[src/rtl/fp_div_pkg.sv]
// Shared types and constants for the binary32 sequential divider.
// QB (quotient bits) grows by one guard bit when FP_DIV_ROUND_EN is defined.
package fp_div_pkg;

  // IDLE wait start | SETUP unpack/specials | DIVIDE iterate | NORM normalise/pack | DONE pulse
  typedef enum logic [2:0] {
    S_IDLE,
    S_SETUP,
    S_DIVIDE,
    S_NORM,
    S_DONE
  } state_e;

  localparam int FP_BIAS    = 127;
  localparam int FP_EXP_MAX = 255;
  localparam logic [31:0] FP_QNAN = 32'h7FC0_0000;

  localparam int FP_EXP_W   = 8;
  localparam int FP_FRAC_W  = 23;
  localparam int FP_MANT_W  = FP_FRAC_W + 1;
  localparam int REM_W      = FP_MANT_W + 1;
  localparam int EXP_CALC_W = 10;
  localparam int CNT_W      = 5;

`ifdef FP_DIV_ROUND_EN
  localparam int QB = 26;
`else
  localparam int QB = 25;
`endif

  localparam logic signed [EXP_CALC_W-1:0] EXP_MAX_S = EXP_CALC_W'(FP_EXP_MAX);

endpackage

[src/rtl/fp_mant_div.sv]
// Radix-2 restoring mantissa divider: load seeds rem/div, each step retires one quotient bit.
module fp_mant_div
  import fp_div_pkg::*;
(
  input  logic                 clk,
  input  logic                 resetN,
  input  logic                 load_i,
  input  logic                 step_i,
  input  logic [FP_MANT_W-1:0] dividend_i,
  input  logic [FP_MANT_W-1:0] divisor_i,
  output logic [QB-1:0]        q_o,
  output logic [REM_W-1:0]     rem_o,
  output logic                 last_o
);

  logic [QB-1:0]        q_q, q_d;
  logic [REM_W-1:0]     rem_q, rem_d;
  logic [FP_MANT_W-1:0] div_q, div_d;
  logic [FP_MANT_W-1:0] diff;
  logic [CNT_W-1:0]     cnt_q, cnt_d;

  always_comb begin
    q_d   = q_q;
    rem_d = rem_q;
    div_d = div_q;
    cnt_d = cnt_q;
    // rem < 2*div always holds, so a taken subtraction fits in the mantissa width
    diff  = rem_q[FP_MANT_W-1:0] - div_q;
    if (load_i) begin
      q_d   = '0;
      rem_d = {1'b0, dividend_i};
      div_d = divisor_i;
      cnt_d = '0;
    end else if (step_i) begin
      if (rem_q >= {1'b0, div_q}) begin
        q_d   = {q_q[QB-2:0], 1'b1};
        rem_d = {diff, 1'b0};
      end else begin
        q_d   = {q_q[QB-2:0], 1'b0};
        rem_d = {rem_q[REM_W-2:0], 1'b0};
      end
      cnt_d = cnt_q + 1'b1;
    end
  end

  always_ff @(posedge clk or negedge resetN) begin
    if (!resetN) begin
      q_q   <= '0;
      rem_q <= '0;
      div_q <= '0;
      cnt_q <= '0;
    end else begin
      q_q   <= q_d;
      rem_q <= rem_d;
      div_q <= div_d;
      cnt_q <= cnt_d;
    end
  end

  assign q_o    = q_q;
  assign rem_o  = rem_q;
  assign last_o = (cnt_q == CNT_W'(QB - 1));

endmodule

[src/rtl/fp_divider.sv]
// Sequential binary32 divider with start/done handshake; denormals flush to zero.
// Define FP_DIV_ROUND_EN for round-to-nearest-even (default build truncates).
module fp_divider
  import fp_div_pkg::*;
(
  input  logic        clk,
  input  logic        resetN,
  input  logic [31:0] a,
  input  logic [31:0] b,
  input  logic        start,
  output logic        busy,
  output logic        done,
  output logic [31:0] quotient,
  output logic        overflow,
  output logic        infinity,
  output logic        NAN,
  output logic        divByZero
);

  state_e state_q, state_d;
  logic [31:0] a_q, a_d, b_q, b_d, quot_q, quot_d;
  logic        sign_q, sign_d;
  logic signed [EXP_CALC_W-1:0] exp_q, exp_d;
  logic        ovf_q, ovf_d, inf_q, inf_d, nan_q, nan_d, dbz_q, dbz_d;
  logic        div_load, div_step, div_last;
  logic [QB-1:0]    div_bits;
  logic [REM_W-1:0] div_rem;

  logic [FP_EXP_W-1:0]  ea, eb;
  logic [FP_FRAC_W-1:0] fa, fb;
  logic a_zero, b_zero, a_inf, b_inf, a_nan, b_nan, sign_ab;

  assign ea      = a_q[FP_FRAC_W +: FP_EXP_W];
  assign eb      = b_q[FP_FRAC_W +: FP_EXP_W];
  assign fa      = a_q[FP_FRAC_W-1:0];
  assign fb      = b_q[FP_FRAC_W-1:0];
  assign a_zero  = (ea == '0);
  assign b_zero  = (eb == '0);
  assign a_inf   = (ea == '1) && (fa == '0);
  assign b_inf   = (eb == '1) && (fb == '0);
  assign a_nan   = (ea == '1) && (fa != '0);
  assign b_nan   = (eb == '1) && (fb != '0);
  assign sign_ab = a_q[31] ^ b_q[31];

  fp_mant_div u_mant_div (
    .clk       (clk),
    .resetN    (resetN),
    .load_i    (div_load),
    .step_i    (div_step),
    .dividend_i({1'b1, fa}),
    .divisor_i ({1'b1, fb}),
    .q_o       (div_bits),
    .rem_o     (div_rem),
    .last_o    (div_last)
  );

  logic [QB-1:0]                q_norm;
  logic signed [EXP_CALC_W-1:0] exp_norm, exp_fin;
  logic [FP_MANT_W-1:0]         mant_fin;
  logic [31:0]                  norm_word;
  logic                         norm_ovf;
  logic                         unused_bits;

`ifdef FP_DIV_ROUND_EN
  logic               round_up;
  logic [FP_MANT_W:0] mant_rnd;
  // guard = q_norm[1], sticky = q_norm[0] plus any leftover remainder
  assign round_up = q_norm[1] & (q_norm[0] | (|div_rem) | q_norm[2]);
  assign mant_rnd = {1'b0, q_norm[QB-1 -: FP_MANT_W]} + {{FP_MANT_W{1'b0}}, round_up};
  assign unused_bits = mant_fin[FP_MANT_W-1];
`else
  assign unused_bits = ^{mant_fin[FP_MANT_W-1], q_norm[0], div_rem};
`endif

  always_comb begin
    q_norm   = div_bits;
    exp_norm = exp_q;
    if (!div_bits[QB-1]) begin
      q_norm   = div_bits << 1;
      exp_norm = exp_q - 10'sd1;
    end
`ifdef FP_DIV_ROUND_EN
    if (mant_rnd[FP_MANT_W]) begin
      mant_fin = mant_rnd[FP_MANT_W:1];
      exp_fin  = exp_norm + 10'sd1;
    end else begin
      mant_fin = mant_rnd[FP_MANT_W-1:0];
      exp_fin  = exp_norm;
    end
`else
    mant_fin = q_norm[QB-1 -: FP_MANT_W];
    exp_fin  = exp_norm;
`endif
    norm_ovf = 1'b0;
    if (exp_fin >= EXP_MAX_S) begin
      norm_word = {sign_q, 8'hFF, 23'b0};
      norm_ovf  = 1'b1;
    end else if (exp_fin <= 10'sd0) begin
      norm_word = {sign_q, 31'b0};
    end else begin
      norm_word = {sign_q, exp_fin[FP_EXP_W-1:0], mant_fin[FP_FRAC_W-1:0]};
    end
  end

  always_comb begin
    state_d  = state_q;
    a_d      = a_q;
    b_d      = b_q;
    quot_d   = quot_q;
    sign_d   = sign_q;
    exp_d    = exp_q;
    ovf_d    = ovf_q;
    inf_d    = inf_q;
    nan_d    = nan_q;
    dbz_d    = dbz_q;
    div_load = 1'b0;
    div_step = 1'b0;
    case (state_q)
      S_IDLE: begin
        if (start) begin
          a_d     = a;
          b_d     = b;
          ovf_d   = 1'b0;
          inf_d   = 1'b0;
          nan_d   = 1'b0;
          dbz_d   = 1'b0;
          state_d = S_SETUP;
        end
      end
      S_SETUP: begin
        state_d = S_DONE;
        if (a_nan || b_nan || (a_zero && b_zero) || (a_inf && b_inf)) begin
          quot_d = FP_QNAN;
          nan_d  = 1'b1;
        end else if (a_inf) begin
          quot_d = {sign_ab, 8'hFF, 23'b0};
          inf_d  = 1'b1;
        end else if (b_zero) begin
          quot_d = {sign_ab, 8'hFF, 23'b0};
          inf_d  = 1'b1;
          dbz_d  = 1'b1;
        end else if (a_zero || b_inf) begin
          quot_d = {sign_ab, 31'b0};
        end else begin
          sign_d   = sign_ab;
          exp_d    = EXP_CALC_W'(ea) - EXP_CALC_W'(eb) + EXP_CALC_W'(FP_BIAS);
          div_load = 1'b1;
          state_d  = S_DIVIDE;
        end
      end
      S_DIVIDE: begin
        div_step = 1'b1;
        if (div_last) state_d = S_NORM;
      end
      S_NORM: begin
        quot_d  = norm_word;
        ovf_d   = norm_ovf;
        inf_d   = norm_ovf;
        state_d = S_DONE;
      end
      S_DONE:  state_d = S_IDLE;
      default: state_d = S_IDLE;
    endcase
  end

  always_ff @(posedge clk or negedge resetN) begin
    if (!resetN) begin
      state_q <= S_IDLE;
      a_q     <= '0;
      b_q     <= '0;
      quot_q  <= '0;
      sign_q  <= 1'b0;
      exp_q   <= '0;
      ovf_q   <= 1'b0;
      inf_q   <= 1'b0;
      nan_q   <= 1'b0;
      dbz_q   <= 1'b0;
    end else begin
      state_q <= state_d;
      a_q     <= a_d;
      b_q     <= b_d;
      quot_q  <= quot_d;
      sign_q  <= sign_d;
      exp_q   <= exp_d;
      ovf_q   <= ovf_d;
      inf_q   <= inf_d;
      nan_q   <= nan_d;
      dbz_q   <= dbz_d;
    end
  end

  assign busy      = (state_q != S_IDLE);
  assign done      = (state_q == S_DONE);
  assign quotient  = quot_q;
  assign overflow  = ovf_q;
  assign infinity  = inf_q;
  assign NAN       = nan_q;
  assign divByZero = dbz_q;

endmodule

[config.mk]
export PLATFORM = sky130hd
export DESIGN_NAME = fp_divider
export DESIGN_NICKNAME = d
export VERILOG_FILES = /design/src/rtl/fp_div_pkg.sv /design/src/rtl/fp_mant_div.sv /design/src/rtl/fp_divider.sv
export SDC_FILE = /design/constraint.sdc
export NUM_CORES = 1
export LEC_CHECK = 0
export ABC_CLOCK_PERIOD_IN_PS = 2400
export CAP_MARGIN = 30
export CORE_MARGIN = 2
export CORE_UTILIZATION = 52
export DETAILED_ROUTE_END_ITERATION = 16
export PLACE_DENSITY_LB_ADDON = 0.08
export SYNTH_ARGS = -nofsm -noshare
export SYNTH_HDL_FRONTEND = slang
export SYNTH_SLANG_ARGS = --single-unit
[constraint.sdc]
create_clock -name clk -period 2.4 [get_ports clk]
set_clock_uncertainty 0.05 [all_clocks]
set_input_delay 0.48 -clock clk [delete_from_list [all_inputs] [get_ports clk]]
set_output_delay 0.48 -clock clk [all_outputs]
set_load 0.02 [all_outputs]
==> out/results.ini <==
[status]
outcome = complete, but fails checks
violations = setup timing

[route]
drcViolationCount = 0
wl_per_cell_um = 16.6
drt_iter0_drc = 604
routed_wl_um = 27600
via_per_inst = 5.50
drt_pass1_iterations = 5
num_vias = 9141
ant_nets = 0

[synthesis]
yosysWarnings = 0
synth_edf_count = 0
yosys.area.top_type = dfrtp_1
syn_inst = 1152
synth_fp_nets = 1257
synth_area_per_cell_um2 = 8.93
yosys.area.top_type_share_pct = 47.0
yosysSeqAreaShare_pct = 47.0
synthArstFlopShare_pct = 100
syn_area_um2 = 10300
ys_types = 71
yosys_register_bits = 193
synth_ff_type = dfrtp_1
synth_area_leaders = dfrtp_1 (47%), nand2_1 (12%), ha_1 (4.4%), o21ai_0 (3.8%), mux2i_1 (3.5%)

[die]
coreArea_um2 = 19500
die_area_um2 = 20900
start_util_pct = 52.8
rows = 51
dieWidth_um = 145
die_h_um = 145
io_pins = 105

[critical_path]
path_class = register to register
path_common_cell = inv_2
worstPathRequired_ns = 2.66
crit_slowest_cell = fa_2
reg2reg_slack_ns = -0.17
cpPeakStageDelay_ns = 0.52
path_buf_inv = 3
setup.worst_path.start_class = register
timing.rr.start = a_q[23]
rr_endpoint = exp_q[8]
cp-startpoint = a_q[23]
crit_path_end_kind = register
cp.depth = 13
arrival_ns = 2.83
cp_max_fo = 4
path_cells = inv_2 -> ha_4 -> inv_2 -> fa_2 -> inv_2 -> ha_4 -> and4_1 -> o21a_1 -> a311oi_2 -> nor3b_2 -> a21boi_1 -> xor2_1 -> a21oi_1
r2r_cells = 13
critical-path-top-delay-family = adder cells
crit_end = exp_q[8]

[timing]
period_needed_ns = 2.57
drv_slew = 0
worst_slew_pin_slew_ns = 0.479
setup_ws_ns = -0.170
period_share_pct = 107
rsz0062_at_grt = true
clock.fmax_ghz = 0.389
hold_violations = 0
max_slew_margin_pct = 67.9
setup_viol = 49

[cells_and_area]
final_core_utilization_pct = 72.4
syn_to_final_growth_pct = 37.0
nets = 1490
layout_commonest_cell = nand2_1
fin_area_um2 = 14100
drive_above_1_share_pct = 24.9
insertedDiodeCount = 0
layout_common_cells = nand2_1 (323), dfrtp_1 (189), buf_4 (147), clkdlybuf4s50_1 (103), o21ai_0 (70)

[power]
leakage_uw = 0.00633
power_density_nw_per_um2 = 1630
intPower_uw = 13100
ir_drop_v = 0.000753
seq_power_share_pct = 24.5
net-switching-power_uw = 9850
p_sw_share_pct = 42.9
power.share.clock_pct = 12.4
p_comb_share_pct = 63.1

[min_path]
worstHoldPathType = register to register

[global_routing]
grt_overflow = 0
grt_max_degree = 60
antenna_found_initial = 0
grtUsageTotal_pct = 26.3
grt_pass1_vias = 8598
grt_first_pass_wirelength_um = 43200

[cts]
clock-root-buffer = clkbuf_16
cts_buffer_depth = 2
clk_latency_ns = 0.44
cts.htree.levels = 4
cts.clk_slew.worst_paths_ns = 0.07
cts_made_buffers = 17
tritoncts = built
clock-sinks = 193

[placement]
place.gp.congestion = 0.927
post_dp_cell_area_um2 = 12600
hpwl_um = 18400
port_buffers = 104

[flow_run]
drv_cap = 0

## area by class of cell
| class | count | area (um^2) |
|---|---|---|
| fillers | 1483 | 5370 |
| repair buffers | 271 | 2440 |
| clock inverters | 14 | 143 |
| clock buffers | 18 | 439 |
| inverters | 48 | 184 |
| well taps | 265 | 332 |
| multi-input cells | 854 | 5720 |
| flip-flops and latches | 193 | 4830 |
## stage by stage
step	std cells	setup TNS [ns]	total power [uW]	setup WS, ns	hold WS, ns
2_1_floorplan	1152	-0.544	12800	-0.0888	0.134
3_3_place_gp	1594	-1.89	17000	-0.139	0.384
3_5_place_dp	1594	-4.62	17300	-0.200	0.397
4_1_cts	1642	-1.12	21100	-0.186	0.414
5_1_grt	1663	-9.29	24500	-0.275	0.448
6_report	1663	-3.99	23000	-0.170	0.409
## cells in the mapped netlist (3+ instances only)
cell / number
nor3b_1: 4
dfrtp_1: 193
xor2_1: 22
o211ai_1: 13
nor4_1: 17
a211oi_1: 4
ha_1: 36
nand4_1: 17
clkbuf_1: 48
and2_1: 7
inv_1: 47
a21boi_0: 3
nand3_1: 27
a22oi_1: 7
nand2_1: 326
o21a_1: 6
or2_2: 7
buf_1: 4
mux2_2: 5
or3_1: 3
nor3_1: 14
buf_6: 3
a21o_1: 14
o31ai_1: 8
a211o_1: 5
o22a_1: 7
xnor2_1: 23
a21oi_1: 36
o21ai_0: 78
mux2i_1: 36
nor2_1: 52
a221o_1: 4
a22o_1: 5
o21ai_2: 20
nor2b_1: 4
## worst reg2reg max path, delay by kind of cell, from the launching register on
kind | cells | cell delay [ns]
adder cells (fa/ha/maj) | 3 | 0.80
AO/OA/AOI/OAI | 4 | 0.63
flip-flops | 1 | 0.39
AND/OR/NAND/NOR | 2 | 0.25
XOR/XNOR | 1 | 0.17
buffers and inverters | 3 | 0.17
## power groups by stage
stage	combinational, uW	sequential [uW]	clock (uW)
final	14500	5610	2850
after detailed placement	11700	5550	0
after global placement	11500	5510	0
after CTS	12700	5540	2890
after global routing	15700	5770	3000
after floorplan	7410	5420	0
## cell families (layout without fill, tap and decap cells)
kind of cell               after synthesis  after routing  share of synthesized area (%)
AOI/OAI and AO/OA                      231            231                           14.9
xor gates and xnor gates                45             45                           3.83
adders and majority gates               38             38                           4.77
buffers and inverters                  108            351                           4.42
DFF                                    193            193                           47.0
muxes                                   41             41                           4.05
and+or+nand+nor                        496            499                           21.1
## worst min path at each step
stage / start / end / cells after the start
global route: quotient[1] / quotient[1] / 2
floorplan: resetN / NAN / 0
detailed placement: resetN / quotient[27] / 1
finish: u_mant_div.div_q[23] / u_mant_div.div_q[23] / 2
global placement: u_mant_div.div_q[23] / u_mant_div.div_q[23] / 2
CTS: u_mant_div.div_q[23] / u_mant_div.div_q[23] / 2
## per-layer routing
layer  vias to the layer above  GRT usage [%]  part of all wire [%]
li1                       4412              -                     -
met1                      4373           37.6                    45
met2                       309           41.6                    47
met3                        47           3.77                   5.1
met4                         0           8.02                   2.2
met5                         -              0                     0
## state kept, by name (all words and copies together), names as in the netlist, 3 cells and up
| name | flops |
|---|---|
| u_mant_div.div_q | 24 |
| state_q | 3 |
| quotient | 32 |
| u_mant_div.q_o | 25 |
| u_mant_div.rem_o | 25 |
| a_q | 32 |
| exp_q | 10 |
| u_mant_div.cnt_q | 5 |
| b_q | 32 |
## repair_timing
item,4_1_cts,5_1_grt
cloned,2,2
setup endpoints to repair,56,95
hold buffers,1,0
pin swaps,35,45
endpoints found under the hold margin,42,0
gates resized for setup,46,86
setup buffers,14,20
(Power assumes the default switching activity.)
